**src/rtl/mod_pkg.sv**
```systemverilog
// Shared types and defaults for the mod-unit scheduler.
package mod_pkg;

  localparam int unsigned W              = 128;
  localparam int unsigned DEF_MAX_CYCLES = 1024;

  typedef enum logic [1:0] {
    IDLE,
    START,
    WAIT,
    RESP
  } state_t;

endpackage

```
**src/rtl/mod_sched_rr_arbiter.sv**
```systemverilog
// Round-robin arbiter: grants the first requester at or after ptr (wrapping).
module rr_arbiter #(
  parameter int unsigned NREQ = 4,
  parameter int unsigned ID_W = $clog2(NREQ)
) (
  input  logic [NREQ-1:0] req,
  input  logic [ID_W-1:0] ptr,
  output logic [NREQ-1:0] grant,
  output logic [ID_W-1:0] idx
);

  logic            found;
  logic [ID_W-1:0] pos;

  // Scan from ptr upward, wrapping at NREQ, and keep the first active request.
  always_comb begin
    grant = '0;
    idx   = '0;
    found = 1'b0;
    pos   = '0;
    for (int unsigned k = 0; k < NREQ; k++) begin
      pos = ID_W'((32'(ptr) + k) % NREQ);
      if (!found && req[pos]) begin
        found      = 1'b1;
        grant[pos] = 1'b1;
        idx        = pos;
      end
    end
  end

endmodule

```
**src/rtl/mod_sched.sv**
```systemverilog
// Shares one repeated-subtraction mod unit between NREQ requesters with
// round-robin arbitration, b==0 rejection and a WAIT-state timeout.
module mod_sched #(
  parameter int unsigned NREQ       = 4,
  parameter int unsigned W          = mod_pkg::W,
  parameter int unsigned MAX_CYCLES = mod_pkg::DEF_MAX_CYCLES,
  parameter int unsigned ID_W       = $clog2(NREQ)
) (
  input  logic               clk,
  input  logic               rst,
  input  logic [NREQ-1:0]    req_valid,
  input  logic [NREQ*W-1:0]  req_a,
  input  logic [NREQ*W-1:0]  req_b,
  output logic [NREQ-1:0]    req_ready,
  output logic               rsp_valid,
  input  logic               rsp_ready,
  output logic [ID_W-1:0]    rsp_id,
  output logic [W-1:0]       rsp_res,
  output logic               rsp_err,
  output logic               mod_start,
  output logic [W-1:0]       mod_a,
  output logic [W-1:0]       mod_b,
  input  logic [W-1:0]       mod_res,
  input  logic               mod_valid
);
  import mod_pkg::*;

  localparam int unsigned CNT_W = $clog2(MAX_CYCLES);

  state_t            state, state_nx;
  logic [ID_W-1:0]   rr_ptr;
  logic [CNT_W-1:0]  cnt;
  logic [NREQ-1:0]   grant;
  logic [ID_W-1:0]   gidx;
  logic [W-1:0]      sel_a, sel_b;
  logic              timeout;

  rr_arbiter #(
    .NREQ (NREQ),
    .ID_W (ID_W)
  ) u_arb (
    .req   (req_valid),
    .ptr   (rr_ptr),
    .grant (grant),
    .idx   (gidx)
  );

  assign sel_a   = req_a[32'(gidx)*W +: W];
  assign sel_b   = req_b[32'(gidx)*W +: W];
  assign timeout = (cnt == CNT_W'(MAX_CYCLES - 1));

  // FSM state register.
  always_ff @(posedge clk or posedge rst) begin
    if (rst) state <= IDLE;
    else     state <= state_nx;
  end

  // Next-state logic and state-decoded handshake outputs.
  always_comb begin
    state_nx  = state;
    req_ready = '0;
    mod_start = 1'b0;
    rsp_valid = 1'b0;
    case (state)
      IDLE: begin
        req_ready = grant;
        if (|req_valid) state_nx = (sel_b == '0) ? RESP : START;
      end
      START: begin
        mod_start = 1'b1;
        state_nx  = WAIT;
      end
      WAIT: begin
        if (mod_valid || timeout) state_nx = RESP;
      end
      RESP: begin
        rsp_valid = 1'b1;
        if (rsp_ready) state_nx = IDLE;
      end
      default: state_nx = IDLE;
    endcase
  end

  // Job datapath: operand latch, cycle budget, result capture, pointer advance.
  // cnt is frozen on the exit cycle instead of incrementing so it never wraps.
  always_ff @(posedge clk or posedge rst) begin
    if (rst) begin
      rr_ptr  <= '0;
      cnt     <= '0;
      rsp_id  <= '0;
      mod_a   <= '0;
      mod_b   <= '0;
      rsp_res <= '0;
      rsp_err <= 1'b0;
    end else begin
      case (state)
        IDLE: begin
          if (|req_valid) begin
            rsp_id <= gidx;
            mod_a  <= sel_a;
            mod_b  <= sel_b;
            if (sel_b == '0) begin
              rsp_err <= 1'b1;
              rsp_res <= '0;
            end
          end
        end
        START: cnt <= '0;
        WAIT: begin
          if (mod_valid) begin
            rsp_res <= mod_res;
            rsp_err <= 1'b0;
          end else if (timeout) begin
            rsp_err <= 1'b1;
            rsp_res <= '0;
          end else begin
            cnt <= cnt + 1'b1;
          end
        end
        RESP: begin
          if (rsp_ready)
            rr_ptr <= (rsp_id == ID_W'(NREQ - 1)) ? '0 : rsp_id + 1'b1;
        end
        default: ;
      endcase
    end
  end

endmodule

```
**config.mk**
```make
export PLATFORM = sky130hd
export DESIGN_NAME = mod_sched
export DESIGN_NICKNAME = d
export VERILOG_FILES = /design/src/rtl/mod_pkg.sv /design/src/rtl/mod_sched_rr_arbiter.sv /design/src/rtl/mod_sched.sv
export SDC_FILE = /design/constraint.sdc
export NUM_CORES = 2
export LEC_CHECK = 0
export ABC_CLOCK_PERIOD_IN_PS = 31800
export BUFFER_PORTS_ARGS = -buffer_cell sky130_fd_sc_hd__buf_2
export CORE_AREA = 5 5 595 597
export DETAILED_ROUTE_END_ITERATION = 12
export DIE_AREA = 0 0 600 602
export GPL_TIMING_DRIVEN = 0
export HOLD_SLACK_MARGIN = 0.1
export PLACE_DENSITY = 0.3
export SYNTH_ARGS = -nofsm -noshare
export SYNTH_HDL_FRONTEND = slang
export SYNTH_SLANG_ARGS = --single-unit
```
**constraint.sdc**
```tcl
create_clock -name clk -period 31.8 [get_ports clk]
set_input_delay 4.77 -clock clk [delete_from_list [all_inputs] [get_ports clk]]
set_output_delay 4.77 -clock clk [all_outputs]
set_load 0.005 [all_outputs]
```
==> flow_summary.json <==
{
  "cp.required_ps": 27030,
  "worstPathArrival_ps": 7290,
  "routed.top_layer": "met5",
  "nNetsFinal": 6233,
  "synth_edf_count": 0,
  "wl_met2_um": 165000,
  "p_per_area_nw_per_um2": 126,
  "grt_max_degree": 91,
  "final_cell_area_um2": 41400,
  "cts_hold_buffers": 0,
  "max_freq_mhz": 82.9,
  "synth.top_cell.area_share_pct": 40.8,
  "synth_common_cells": "nand2_1 (1456), nand3_1 (711), dfrtp_1 (401)",
  "ys_types": 69,
  "fp.dieW_um": 600,
  "startpoint": "req_valid[3]",
  "crit_path_end_kind": "output pin",
  "avgSynthCellArea_um2": 7.21,
  "cts_buffer_depth": 4,
  "path_max_fanout": 10,
  "netlist_instances": 3408,
  "grt_use_total_pct": 19.2,
  "cts_setup_buffers": 0,
  "yosysTopAreaCell": "dfrtp_1",
  "criticalPathCategory": "input port to output pin",
  "violations": "capacitance limit, slew limit",
  "crit_chain": "buf_2 -> mux4_2 -> buf_2 -> clkbuf_1 -> nor4b_1 -> a221oi_1 -> nor2_1 -> buf_2",
  "ys_seq_area_share_pct": 40.8,
  "first_global_vias": 35600,
  "cp_slowest_cell": "nor4b_1",
  "clkTransAtPathRegs_ps": 50,
  "grt_pass1_wl_um": 442000,
  "period_minus_slack_ps": 12060,
  "crit_path_frequent_cell": "buf_2",
  "r2r_slack_ps": 24290,
  "r2r-start": "rr_ptr[0]$_DFFE_PP0P_",
  "endpoint": "req_ready[2]",
  "core_area_um2": 348000,
  "synthFlopType": "dfrtp_1",
  "root_buffer": "clkbuf_16",
  "ctsResizeCount": 0,
  "area_delta_synth_final_pct": 68.4,
  "cts_buffers": 73,
  "die_area_um2": 361000,
  "power_leakage_nw": 19.8,
  "dpl_cell_area_um2": 38600,
  "portBuffers": 1551,
  "r2r_cells": 15,
  "slowest_delay_ps": 670,
  "skew_ps": 41.8,
  "wire_per_inst_um": 37.0,
  "worst_r2r_endpoint": "mod_a[91]$_DFFE_PP0P_",
  "finalMaxSlewViolations": 23,
  "clk_latency_ps": 790,
  "num_vias": 37000,
  "drt-initial-drc-count": 4718,
  "status": "finished with violations",
  "gp_congestion": 0.993,
  "fin_crit_sh_pct": 37.9,
  "drv_cap": 3,
  "drc_errors": 0,
  "rsz0062_at_grt": "no",
  "utilization_pct": 11.9,
  "maxSlewHeadroom_pct": -6.10,
  "routed_wl_um": 363000,
  "worst_setup_path_start_kind": "input port",
  "tns_ps": 0,
  "min_path_type": "flop to flop",
  "vias_per_cell": 3.77,
  "antenna_left": 0,
  "hold_viol": 0,
  "yosys_register_bits": 401,
  "first_pass_iters": 5,
  "hp-start": "mod_a[86]$_DFFE_PP0P_",
  "tritoncts": "yes",
  "async_reset_ff_share_pct": 100,
  "cts_sinks": 401,
  "initial_core_util_pct": 7.06,
  "io_pins": 1553,
  "antenna_found_initial": 264,
  "rows": 217,
  "met1_length_um": 156000,
  "ctsHtreeMaxLevel": 3,
  "grt-ovfl-total": 0,
  "setup_viol": 0,
  "synth.most_common_cell": "nand2_1",
  "synthTopCellsByArea": "dfrtp_1 (41%), nand2_1 (22%), nand3_1 (14%)",
  "max_slew.worst_pin.slew_ps": 1590,
  "fp.dieH_um": 602,
  "drive_above_1_share_pct": 34.9,
  "hpwl_um": 321000,
  "syn_nets": 4581,
  "yosys_warnings": 0,
  "fill_cells": 40900,
  "wl_met3_um": 32700,
  "ir_worst_vdd_mv": 0.0747,
  "syn_area_um2": 24600
}
==> logic make-up (layout without fill, tap and decap cells) <==
| group | Yosys count | count (layout) | synth area share [%] |
|---|---|---|---|
| other | 0 | 125 | 0 |
| muxes | 61 | 61 | 2.87 |
| xor gates and xnor gates | 5 | 5 | 0.178 |
| adders and majority gates | 13 | 13 | 0.662 |
| and+or+nand+nor | 2367 | 2367 | 41.7 |
| buffers and inverters | 292 | 1990 | 5.05 |
| AOI/OAI and AO/OA | 269 | 269 | 8.70 |
| DFF | 401 | 401 | 40.8 |
==> per-layer routing <==
layer,global-route usage [%],up-vias
met1,25.1,18900
li1,-,15100
met3,5.66,545
met2,30.5,2406
met4,5.14,90
met5,0,-
==> through the flow <==
| stage | total power [mW] | hold slack, ps | cells | setup WS [ps] |
|---|---|---|---|---|
| after detailed placement | 4.38 | 458 | 9580 | 19830 |
| after global placement | 4.36 | 458 | 9558 | 6400 |
| after CTS | 5.29 | 472 | 9701 | 19830 |
| final | 5.22 | 469 | 9830 | 19740 |
| after floorplan | 2.23 | 470 | 3408 | 15880 |
| after global routing | 5.47 | 492 | 9746 | 19770 |
==> flip-flops by register name (all words and copies together) (netlist names) <==
| register | flops |
|---|---|
| state | 2 |
| rr_ptr | 2 |
| rsp_id | 2 |
| rsp_res | 128 |
| mod_b | 128 |
| cnt | 10 |
| mod_a | 128 |
| rsp_err | 1 |
==> area by class of cell <==
type                       instances  area (um2)  area share [%]
clock inverter                    21         339           0.820
buffer                           264        1160            2.81
antenna                          125         313           0.756
multi-input combinational       2715       13400            32.3
inverter                          28         113           0.272
sequential                       401       10000            24.3
timing repair buffer            1577        8190            19.8
clock buffer                     100        2090            5.05
tap                             4599        5750            13.9
==> power by group <==
| part | switching (mW) | leakage (nW) | internal, mW | total, mW |
|---|---|---|---|---|
| clock | 0.348 | 1.20 | 0.522 | 0.869 |
| sequential | 0.177 | 5.02 | 0.765 | 0.941 |
| combinational | 2.57 | 13.6 | 0.840 | 3.41 |
==> worst min-delay path by stage <==
stage	cells after the start	end	slack (ps)
2_1_floorplan	2	mod_b[115]$_DFFE_PP0P_	470
3_3_place_gp	2	mod_a[13]$_DFFE_PP0P_	460
3_5_place_dp	2	mod_a[41]$_DFFE_PP0P_	460
4_1_cts	2	mod_a[41]$_DFFE_PP0P_	470
5_1_grt	2	mod_a[109]$_DFFE_PP0P_	490
6_report	2	mod_a[86]$_DFFE_PP0P_	470
==> critical path: cells and delay by family <==
| kind | cells | cell delay, ps |
|---|---|---|
| buffers and inverters | 4 | 830 |
| and+or+nand+nor | 2 | 940 |
| AOI/OAI and AO/OA | 1 | 270 |
| muxes | 1 | 470 |
==> cells in the final DEF (no fill, tap or decap), types with 6 or more instances in the layout <==
master | Yosys | routed
buf_2 | 11 | 1564
nand2_1 | 1456 | 1456
nand3_1 | 711 | 711
dfrtp_1 | 401 | 401
clkbuf_1 | 216 | 210
a22o_1 | 128 | 128
diode_2 | 0 | 125
nor4_1 | 93 | 81
clkbuf_16 | 0 | 74
mux2i_1 | 43 | 43
o21ai_0 | 42 | 42
nor2_1 | 32 | 31
inv_1 | 26 | 25
nand4_1 | 23 | 23
clkbuf_2 | 0 | 18
o211ai_1 | 16 | 16
buf_6 | 15 | 15
buf_1 | 17 | 15
a22oi_1 | 14 | 14
clkbuf_8 | 0 | 14
buf_4 | 5 | 13
or4_1 | 13 | 13
ha_1 | 13 | 13
nor4_2 | 0 | 12
o2111ai_1 | 10 | 10
mux2_2 | 10 | 10
a21oi_1 | 10 | 10
clkinv_2 | 0 | 10
o221ai_1 | 8 | 8
nor3_1 | 8 | 8
or3_1 | 8 | 8
bufinv_16 | 0 | 8
buf_16 | 0 | 7
mux4_2 | 6 | 6
buf_12 | 0 | 6
(Power assumes the default switching activity.)
